--- config.mk ---
export PLATFORM = sky130hd
export DESIGN_NAME = bfm_ahbarbiter_flat
export DESIGN_NICKNAME = d
export VERILOG_FILES = /design/src/rtl/bfm_ahbarbiter_if.sv /design/src/rtl/bfm_ahbarbiter.sv /design/src/flat_wrapper.sv
export SDC_FILE = /design/constraint.sdc
export NUM_CORES = 1
export LEC_CHECK = 0
export CAP_MARGIN = 40
export CORE_ASPECT_RATIO = 0.6
export CORE_UTILIZATION = 30
export DETAILED_ROUTE_END_ITERATION = 10
export PLACE_DENSITY = 0.57
export SYNTH_ARGS = -nofsm -noshare
export SYNTH_HDL_FRONTEND = slang
export SYNTH_SLANG_ARGS = --single-unit
--- constraint.sdc ---
create_clock -name HCLK -period 2 [get_ports HCLK]
set_input_delay 0.3 -clock HCLK [delete_from_list [all_inputs] [get_ports HCLK]]
set_output_delay 0.3 -clock HCLK [all_outputs]
set_load 0.01 [all_outputs]
--- src/rtl/bfm_ahbarbiter_if.sv ---
// bfm_ahbarbiter_if: arbitration signals shared by the BFM masters, the bridge and bfm_ahbarbiter.
interface bfm_ahbarbiter_if;
  logic [3:0] HBUSREQ;
  logic [3:0] HLOCK;
  logic [1:0] HTRANS;
  logic [2:0] HBURST;
  logic       HREADY;
  logic       HRESP;
  logic [3:0] HGRANT;
  logic [1:0] HMASTER;
  logic       HMASTLOCK;

  modport slave (
    input  HBUSREQ, HLOCK, HTRANS, HBURST, HREADY, HRESP,
    output HGRANT, HMASTER, HMASTLOCK
  );

  modport master (
    output HBUSREQ, HLOCK, HTRANS, HBURST, HREADY, HRESP,
    input  HGRANT, HMASTER, HMASTLOCK
  );
endinterface

--- src/rtl/bfm_ahbarbiter.sv ---
// bfm_ahbarbiter: classic AHB arbiter for up to 4 BFM masters with burst/lock hold and default parking.
// Build macro BFM_ARB_FIXED_PRIORITY_EN selects fixed lowest-index priority instead of round-robin.
module bfm_ahbarbiter #(
  parameter int NUM_MASTERS    = 4,
  parameter int DEFAULT_MASTER = 0,
  parameter int TPD            = 1
) (
  input logic             HCLK,
  input logic             HRESET,
  bfm_ahbarbiter_if.slave bus
);

  typedef enum logic [1:0] {
    TRANS_IDLE   = 2'b00,
    TRANS_BUSY   = 2'b01,
    TRANS_NONSEQ = 2'b10,
    TRANS_SEQ    = 2'b11
  } htrans_e;

  localparam logic [1:0] DEF_IDX  = 2'(DEFAULT_MASTER);
  localparam logic [3:0] REQ_MASK = 4'((1 << NUM_MASTERS) - 1);

  // Outputs leave straight from flops; TPD only matters to delay-annotated behavioural models.
  if (TPD < 0) begin : g_tpd_negative
  end

  logic [3:0] grant_q;
  logic [1:0] master_q;
  logic       mastlock_q;
  logic [3:0] rem_q;
  logic [3:0] rem_next;
  logic [1:0] cur_idx;
  logic [3:0] req_valid;
  logic       hold;
  logic       arb_found;
  logic [1:0] arb_winner;
  htrans_e    trans;

  assign trans     = htrans_e'(bus.HTRANS);
  assign req_valid = bus.HBUSREQ & REQ_MASK;

  always_comb begin
    cur_idx = DEF_IDX;
    for (int i = 0; i < 4; i++) begin
      if (grant_q[i]) cur_idx = 2'(i);
    end
  end

  // An error response kills the burst count even while HREADY is low.
  always_comb begin
    rem_next = rem_q;
    if (bus.HREADY) begin
      case (trans)
        TRANS_NONSEQ: begin
          case (bus.HBURST)
            3'b010, 3'b011: rem_next = 4'd3;
            3'b100, 3'b101: rem_next = 4'd7;
            3'b110, 3'b111: rem_next = 4'd15;
            default:        rem_next = 4'd0;
          endcase
        end
        TRANS_SEQ:  rem_next = (rem_q == 4'd0) ? 4'd0 : rem_q - 4'd1;
        TRANS_IDLE: rem_next = 4'd0;
        default:    rem_next = rem_q;
      endcase
    end
    if (bus.HRESP) rem_next = 4'd0;
  end

  // Releasing at rem_next == 1 lets the next owner's address phase follow the final beat.
  assign hold = (rem_next >= 4'd2) || (bus.HLOCK[cur_idx] && bus.HBUSREQ[cur_idx]);

`ifdef BFM_ARB_FIXED_PRIORITY_EN
  always_comb begin
    arb_found  = 1'b0;
    arb_winner = DEF_IDX;
    for (int i = NUM_MASTERS - 1; i >= 0; i--) begin
      if (req_valid[i]) begin
        arb_found  = 1'b1;
        arb_winner = 2'(i);
      end
    end
  end
`else
  logic [1:0] rr_ptr_q;
  logic [1:0] cand;

  always_comb begin
    arb_found  = 1'b0;
    arb_winner = DEF_IDX;
    cand       = rr_ptr_q;
    for (int i = 1; i <= NUM_MASTERS; i++) begin
      cand = 2'((int'(rr_ptr_q) + i) % NUM_MASTERS);
      if (!arb_found && req_valid[cand]) begin
        arb_found  = 1'b1;
        arb_winner = cand;
      end
    end
  end

  always_ff @(posedge HCLK) begin
    if (HRESET) begin
      rr_ptr_q <= DEF_IDX;
    end else if (bus.HREADY && !hold && arb_found) begin
      rr_ptr_q <= arb_winner;
    end
  end
`endif

  always_ff @(posedge HCLK) begin
    if (HRESET) begin
      grant_q    <= 4'b0001 << DEF_IDX;
      master_q   <= DEF_IDX;
      mastlock_q <= 1'b0;
      rem_q      <= 4'd0;
    end else begin
      rem_q <= rem_next;
      if (bus.HREADY) begin
        master_q   <= cur_idx;
        mastlock_q <= bus.HLOCK[cur_idx];
        if (!hold) begin
          grant_q <= 4'b0001 << (arb_found ? arb_winner : DEF_IDX);
        end
      end
    end
  end

  assign bus.HGRANT    = grant_q;
  assign bus.HMASTER   = master_q;
  assign bus.HMASTLOCK = mastlock_q;

endmodule

--- src/flat_wrapper.sv ---
// flat-port wrapper written by rule: the top's interface ports become plain ports
module bfm_ahbarbiter_flat 
#(
  parameter int NUM_MASTERS    = 4,
  parameter int DEFAULT_MASTER = 0,
  parameter int TPD            = 1
)
  (HCLK, HRESET, bus_HBUSREQ, bus_HLOCK, bus_HTRANS, bus_HBURST, bus_HREADY, bus_HRESP, bus_HGRANT, bus_HMASTER, bus_HMASTLOCK);
  bfm_ahbarbiter_if bus_i ();
  input logic HCLK;
  input logic HRESET;
  input wire logic [$bits(bus_i.HBUSREQ)-1:0] bus_HBUSREQ;
  input wire logic [$bits(bus_i.HLOCK)-1:0] bus_HLOCK;
  input wire logic [$bits(bus_i.HTRANS)-1:0] bus_HTRANS;
  input wire logic [$bits(bus_i.HBURST)-1:0] bus_HBURST;
  input wire logic [$bits(bus_i.HREADY)-1:0] bus_HREADY;
  input wire logic [$bits(bus_i.HRESP)-1:0] bus_HRESP;
  output wire logic [$bits(bus_i.HGRANT)-1:0] bus_HGRANT;
  output wire logic [$bits(bus_i.HMASTER)-1:0] bus_HMASTER;
  output wire logic [$bits(bus_i.HMASTLOCK)-1:0] bus_HMASTLOCK;
  assign bus_i.HBUSREQ = bus_HBUSREQ;
  assign bus_i.HLOCK = bus_HLOCK;
  assign bus_i.HTRANS = bus_HTRANS;
  assign bus_i.HBURST = bus_HBURST;
  assign bus_i.HREADY = bus_HREADY;
  assign bus_i.HRESP = bus_HRESP;
  assign bus_HGRANT = bus_i.HGRANT;
  assign bus_HMASTER = bus_i.HMASTER;
  assign bus_HMASTLOCK = bus_i.HMASTLOCK;
  bfm_ahbarbiter #(.NUM_MASTERS(NUM_MASTERS), .DEFAULT_MASTER(DEFAULT_MASTER), .TPD(TPD)) u_core (.HCLK(HCLK), .HRESET(HRESET), .bus(bus_i));
endmodule
==> results of run 1 <==
==> registers in the layout, summed over array words and instances, names as in the netlist <==
register	cells
u_core.bus.HGRANT	4
u_core.bus.HMASTER	2
u_core.bus.HMASTLOCK	1
u_core.rem_q	4
u_core.rr_ptr_q	2
==> worst min-delay path, stage by stage (launching register included) <==
cell	delay [ps]
dfxtp_1	310
nor2_1	80
a211oi_1	50
==> synthesized netlist by cell type, drive strengths merged (2+ instances only) <==
master,count
nor2,11
inv,8
o31ai,2
a21oi,5
nand3b,2
or2b,2
o22ai,4
nand4,2
nor4,2
dfxtp,13
nand2b,3
nand2,3
a211oi,6
nor3,2
o211ai,3
o21ai,2
a31oi,3
o311ai,4
buf,2
==> area by class of cell <==
class                      instances  share of cell area (%)
clock buffer                       4                    3.17
multi-input combinational         76                    42.7
tap                               32                    2.82
sequential                        13                    18.5
timing repair buffer              49                    30.7
inverter                           8                    2.12
==> worst min path at each step <==
| stage | start | endpoint | slack, ps | cells past startpoint |
|---|---|---|---|---|
| after global routing | u_core.bus.HMASTER[1]$_SDFFE_PP0P_ | u_core.bus.HMASTER[1]$_SDFFE_PP0P_ | 510 | 2 |
| after detailed placement | u_core.bus.HMASTER[1]$_SDFFE_PP0P_ | u_core.bus.HMASTER[1]$_SDFFE_PP0P_ | 480 | 2 |
| after floorplan | bus_HRESP | u_core.rem_q[1]$_SDFF_PP0_ | 380 | 1 |
| final | u_core.bus.HMASTER[1]$_SDFFE_PP0P_ | u_core.bus.HMASTER[1]$_SDFFE_PP0P_ | 490 | 2 |
| after global placement | u_core.bus.HMASTLOCK$_SDFFE_PP0P_ | u_core.bus.HMASTLOCK$_SDFFE_PP0P_ | 480 | 2 |
| after CTS | u_core.bus.HMASTER[1]$_SDFFE_PP0P_ | u_core.bus.HMASTER[1]$_SDFFE_PP0P_ | 490 | 2 |
==> routing by layer <==
layer  global-route usage [%]  vias up  routed length, um
li1                         -      497                  -
met1                     25.2      476               1350
met2                     26.2       17               1120
met3                     5.70        2                 94
met4                     3.60        0                 10
met5                        0        -                  0
==> cells in the final DEF, fill, tap and decap left out, types with 2 or more instances in the layout <==
cell type / count
nor3_1: 2
dlymetal6s2s_1: 2
inv_1: 5
clkdlybuf4s50_1: 20
o211ai_1: 3
nand4_1: 2
o21ai_1: 2
nor2_1: 11
buf_6: 2
dfxtp_2: 2
or2b_1: 2
o22ai_1: 4
nand2b_1: 3
inv_2: 3
o311ai_2: 2
a211oi_1: 6
buf_4: 25
a21oi_1: 5
nand2_1: 2
nand3b_1: 2
dfxtp_1: 11
clkbuf_8: 3
==> stage by stage <==
step / std cells / total power, mW / hold slack, ps / cell area, sq um / setup WS (ps)
4_1_cts: 181 / 0.788 / 489 / 1370 / -8.77
2_1_floorplan: 100 / 0.410 / 379 / 853 / 15.0
3_5_place_dp: 175 / 0.533 / 482 / 1270 / -293
6_report: 182 / 0.797 / 488 / 1420 / 33.6
3_3_place_gp: 175 / 0.528 / 476 / 1270 / -256
5_1_grt: 182 / 0.836 / 511 / 1420 / -50.9
==> power breakdown <==
group / leakage [nW] / internal (mW) / switching [mW]
Clock: 0.0228 / 0.141 / 0.0981
Sequential: 0.107 / 0.279 / 0.0206
Combinational: 0.412 / 0.139 / 0.119
==> what timing repair did <==
action / 4_1_cts / 5_1_grt
pin swaps: 6 / 8
hold endpoints to repair: 0 / 0
setup endpoints to repair: 6 / 6
buffers inserted: 2 / 1
gates resized for setup: 13 / 9
==> cells by family (layout without fill, tap and decap cells) <==
logic type      count (synthesis)  after routing  synth area share, %
compound gates                 39             39                 37.7
simple gates                   35             35                 23.3
flops                          13             13                 30.5
buf+inv                        11             61                 5.86
fa+ha+maj                       1              1                 1.47
mux                             1              1                 1.17
==> results by group, run 1 <==
Yosys
  – Mapped cell area: 853 sq um
  – YS warnings: 0
  – Fraction of registers with async set or reset after synthesis: 0%
  – Leading area contributor after synthesis: dfxtp_1
  – Instance count of the mapped netlist: 100
  – FF+latch count, synth: 13
  – Avg Inst Size Synth: 8.53 sq um
  – Seq/Total Area, Yosys: a little under a third
  – Post-synth EDFFs: 0
  – Top-area cell type share of the netlist area: a little under a third
  – Synth top area cells: dfxtp_1 (30%), a211oi_1 (5.3%), nor2_1 (4.8%)
  – Total nets after synthesis: between 100 and 150
  – Post-synth cell types: between 40 and 50
  – Main flop type after synthesis: dfxtp_1

Finish
  – Fill cells: ~230
  – Layout cells sized above 1: between 30% and 40%
  – Synthesis-to-finish area growth: 66.3%
  – Util after Layout: between 50% and 60%
  – Antenna cells: 0
  – Fin nets: between 150 and 200
  – Seq. cell area: roughly 260 sq um
  – Area occupied by multi-input gates: about 610 sq um

Die
  – Cell Rows: 14
  – Initial Util: between 30% and 40%
  – Chip Width: a little over 70 um
  – Die Y: 43.3 um
  – I/O pins: 24
  – DIE AREA: about 0.003 sq mm
  – Core area: around 0.0026 sq mm

STA
  – Clock skew: roughly 3.8 ps
  – Worst Tran Pin Value: about 660 ps
  – RSZ-0062 raised after global routing: yes
  – Period utilization: a little over nine tenths
  – Max_slew headroom: a little under three fifths
  – Slew Limit Fails: 0
  – Final min period: roughly 2000 ps
  – # setup viols final: 0
  – Setup_tns: 0 ps
  – FMAX: around 500 MHz
  – Final Hold Vio Count: 0

Global route
  – Total track usage: ~18%
  – Vias in the first global route: 873
  – Largest net degree at the start of global routing: 12
  – Initial antenna violation count: 0
  – Grt ovf: 0
  – First-pass GRT wire length: just over 4000 um

Critical path
  – Register-to-Register Path Depth: 9
  – Crit path cell chain: inv_2 -> ha_4 -> inv_2 -> o311ai_4 -> buf_4 -> o22a_1 -> o2111ai_2 -> or2_4 -> o41ai_2
  – Crit path kind: flop to flop
  – Worst setup endpoint: u_core.bus.HGRANT[1]$_SDFFE_PP0P_
  – CP Data Required Time: 2160 ps
  – Critical R2R Capture: u_core.bus.HGRANT[1]$_SDFFE_PP0P_
  – CP endpoint kind: flop
  – Crit path largest cell delay: approximately 320 ps
  – R2R Setup Slk: approximately 34 ps
  – Nature of the critical path startpoint: flop
  – Critical path buffers and inverters: 3
  – Beginning of the critical path: u_core.rem_q[0]$_SDFF_PP0_
  – WP depth: 9
  – Slowest-stage cell, CP: dfxtp_2
  – Worst path most repeated cell: inv_2
  – Crit path max fanout: 6
  – Worst r2r src: u_core.rem_q[0]$_SDFF_PP0_
  – Delay-heaviest family, CP: compound AO/OA/AOI/OAI gates
  – Arr. time, crit path: 2120 ps

Clock tree
  – TritonCTS clock tree: built
  – Clock latency on the worst-skew pair: 240 ps
  – CTS Hold Bufs: 0
  – CTS max path bufs: 2
  – Root buf cell: clkbuf_8
  – H-tree levels: 1
  – Reg clk slew, reported paths: ~60 ps
  – CTS buffer count: 3
  – Clock sinks: 13

Power and ir drop
  – Power Density: 561 mW/mm^2
  – VDD IR max: 0.000446 V
  – P_leak: between 0.5 and 0.6 nW

Run status
  – Status: finished, final reports clean

Route
  – Vias per inst: between 5 and 6
  – DR WL/cell: between 10 and 15 um
  – Starting DRT DRC Count: 52
  – Drc violations: 0
  – Post-detailed-route count of antenna-violating nets: 0
  – Total number of vias: roughly 1000
  – Routed WL: around 2600 um
  – Drt first pass iters: 4

Placed design
  – I/O Buffers: 22
  – Hpwl dp: between 1500 and 2000 um
  – Final Wtd Congestion: between 0.7 and 0.8

Flow run
  – Max-cap violations: 0

Min path
  – Path type of the worst min-delay path: flop to flop
No activity file was read; power rests on OpenSTA's default activity.
==> run 2, diff against run 1 <==
PLACE_DENSITY = 0.55   (was 0.57)
REMOVE_ABC_BUFFERS = 1   (was default)
clock period = 2.1 ns   (was 2 ns; I/O delays follow)
==> run 2 against run 1 <==
Effect of this change: first-iteration DRC count fell by 73%; core utilization is 3.0 points lower; critical path type is now primary input to flop; sequential share of layout area is 0.90 points higher; cell count shrank 1.6%; global-route usage fell by 0.85 points; clock power decreased by 8%; register-to-register slack improved by 70 ps; worst hold slack better by 9.0 ps.
==> results by group, run 2 (synthesized netlist as in run 1, its figures left out) <==
STA
  – Max_slew headroom: around three quarters
  – Clock skew: approximately 7.7 ps
  – Setup_tns: 0 ps
  – Final min period: 2020 ps
  – Final Hold Vio Count: 0
  – Slew Limit Fails: 0
  – Worst Tran Pin Value: 393 ps
  – Period utilization: between 90 and 100%
  – # setup viols final: 0
  – Worst hold slack: 497 ps
  – RSZ-0062 raised after global routing: no
  – FMAX: roughly 500 MHz

Global route
  – Vias in the first global route: between 800 and 900
  – Grt ovf: 0
  – Total track usage: between 15 and 20%
  – First-pass GRT wire length: 3960 um
  – Initial antenna violation count: 0
  – Largest net degree at the start of global routing: 10

Clock tree
  – CTS Hold Bufs: 0
  – TritonCTS clock tree: built
  – Clock sinks: 13
  – Clock latency on the worst-skew pair: ~240 ps
  – Root buf cell: clkbuf_8
  – CTS max path bufs: 2
  – Reg clk slew, reported paths: 60 ps
  – CTS buffer count: 3
  – H-tree levels: 1

Route
  – Drt first pass iters: 4
  – Routed WL: approximately 2500 um
  – Drc violations: 0
  – Starting DRT DRC Count: 14
  – Total number of vias: between 900 and 1000
  – Vias per inst: approximately 5.4
  – DR WL/cell: between 10 and 15 um
  – Post-detailed-route count of antenna-violating nets: 0

Die
  – I/O pins: 24
  – Core area: 0.00259 sq mm
  – Chip Width: 70.9 um
  – Initial Util: between 30% and 40%
  – DIE AREA: approximately 0.003 sq mm
  – Die Y: 43.3 um
  – Cell Rows: 14

Run status
  – Status: finished, final reports clean

Critical path
  – Arr. time, crit path: around 2200 ps
  – Critical path buffers and inverters: 1
  – CP Data Required Time: 2250 ps
  – Crit path max fanout: 6
  – Worst r2r src: u_core.rem_q[1]$_SDFF_PP0_
  – Crit path largest cell delay: approximately 570 ps
  – R2R Setup Slk: 100 ps
  – Nature of the critical path startpoint: primary input
  – Critical R2R Capture: u_core.bus.HGRANT[1]$_SDFFE_PP0P_
  – Crit path kind: primary input to flop
  – Slowest-stage cell, CP: clkdlybuf4s50_1
  – Crit path cell chain: clkdlybuf4s50_1 -> nand2b_1 -> nand2_2 -> a31oi_1 -> o2111ai_2 -> or2_4 -> o41ai_2
  – Register-to-Register Path Depth: 9
  – CP endpoint kind: flop
  – Delay-heaviest family, CP: compound AO/OA/AOI/OAI gates

Finish
  – Fin nets: between 150 and 200
  – Leading cell type in the layout, fill and taps excluded: buf_4
  – Layout cells sized above 1: between 20% and 30%
  – Synthesis-to-finish area growth: 57.0%
  – Commonest non-fill, non-tap cells in the layout: buf_4 (24), clkdlybuf4s50_1 (22), dfxtp_1 (13)
  – Fill cells: 240
  – Antenna cells: 0
  – Fin area: between 0.001 and 0.0015 sq mm

Placed design
  – Area after DPL: about 0.0013 sq mm
  – Hpwl dp: roughly 1900 um
  – I/O Buffers: 22
  – Final Wtd Congestion: slightly below 0.8

Min path
  – Hold Crit Start: u_core.bus.HMASTLOCK$_SDFFE_PP0P_
  – Hold EP: u_core.bus.HMASTLOCK$_SDFFE_PP0P_
  – Path type of the worst min-delay path: flop to flop
  – Hold depth: 2

Power and ir drop
  – Total power: between 700 and 800 uW
  – Power Density: between 500 and 600 mW/mm^2
  – P_leak: 0.508 nW
  – VDD IR max: around 0.00025 V

Flow run
  – Max-cap violations: 0
[run 2: worst max-delay path by stage]
stage	from	endpoint	slack [ps]	cells past startpoint
global route	bus_HTRANS[1]	u_core.bus.HGRANT[3]$_SDFFE_PP0P_	5	7
finish	bus_HTRANS[1]	u_core.bus.HGRANT[1]$_SDFFE_PP0P_	80	7
floorplan	u_core.rem_q[0]$_SDFF_PP0_	u_core.rr_ptr_q[1]$_SDFFE_PP0P_	160	8
global placement	bus_HTRANS[0]	u_core.rr_ptr_q[1]$_SDFFE_PP0P_	-180	6
detailed placement	bus_HTRANS[1]	u_core.rr_ptr_q[0]$_SDFFE_PP0P_	-190	8
CTS	u_core.rem_q[0]$_SDFF_PP0_	u_core.rr_ptr_q[1]$_SDFFE_PP0P_	10	10
[run 2: per-stage QoR]
step / util [%] / worst slack (ps) / cells
final: 51.7 / 77.8 / 179
after global placement: 48.6 / -177 / 173
after CTS: 50.9 / 10.3 / 177
after floorplan: - / 156 / 97
after global routing: 51.7 / 4.57 / 179
after detailed placement: 48.6 / -190 / 173
[run 2: tightest hold or removal path: stages, from the launching register on]
cell and delay (ps):
dfxtp_1 310, nor2_1 80, a211oi_1 60
[run 2: cell type report]
cell class	instances	area [sq um]	area share, %
well taps	32	40.0	2.99
clock inverters	1	5.00	0.373
multi-input cells	76	563	42.0
clock buffers	3	41.3	3.08
inverters	8	30.0	2.24
repair buffers	46	400	29.9
flip-flops and latches	13	260	19.4
[run 2: repair_timing]
action	CTS	global route
setup buffers	0	2
pin swaps	0	5
gates resized for setup	4	5
cloned	0	0
endpoints found under the setup margin	4	5
[run 2: report_power, final]
part           leakage, nW  internal (mW)  switching (mW)
clock network       0.0255          0.131          0.0896
registers            0.106          0.266          0.0211
logic                0.376          0.123           0.104
[run 2: routing by layer]
layer,GRT usage (%),routed length (um),vias to the layer above
met3,5.23,90,2
li1,-,-,496
met2,26.2,1050,12
met5,0,0,-
met1,23.5,1320,448
met4,2.40,8,0
==> run 3, diff against run 2 <==
CAP_MARGIN = 20   (was 40)
==> results of run 3 <==
No change in the layout: final DEF, timing and power equal those of run 2.
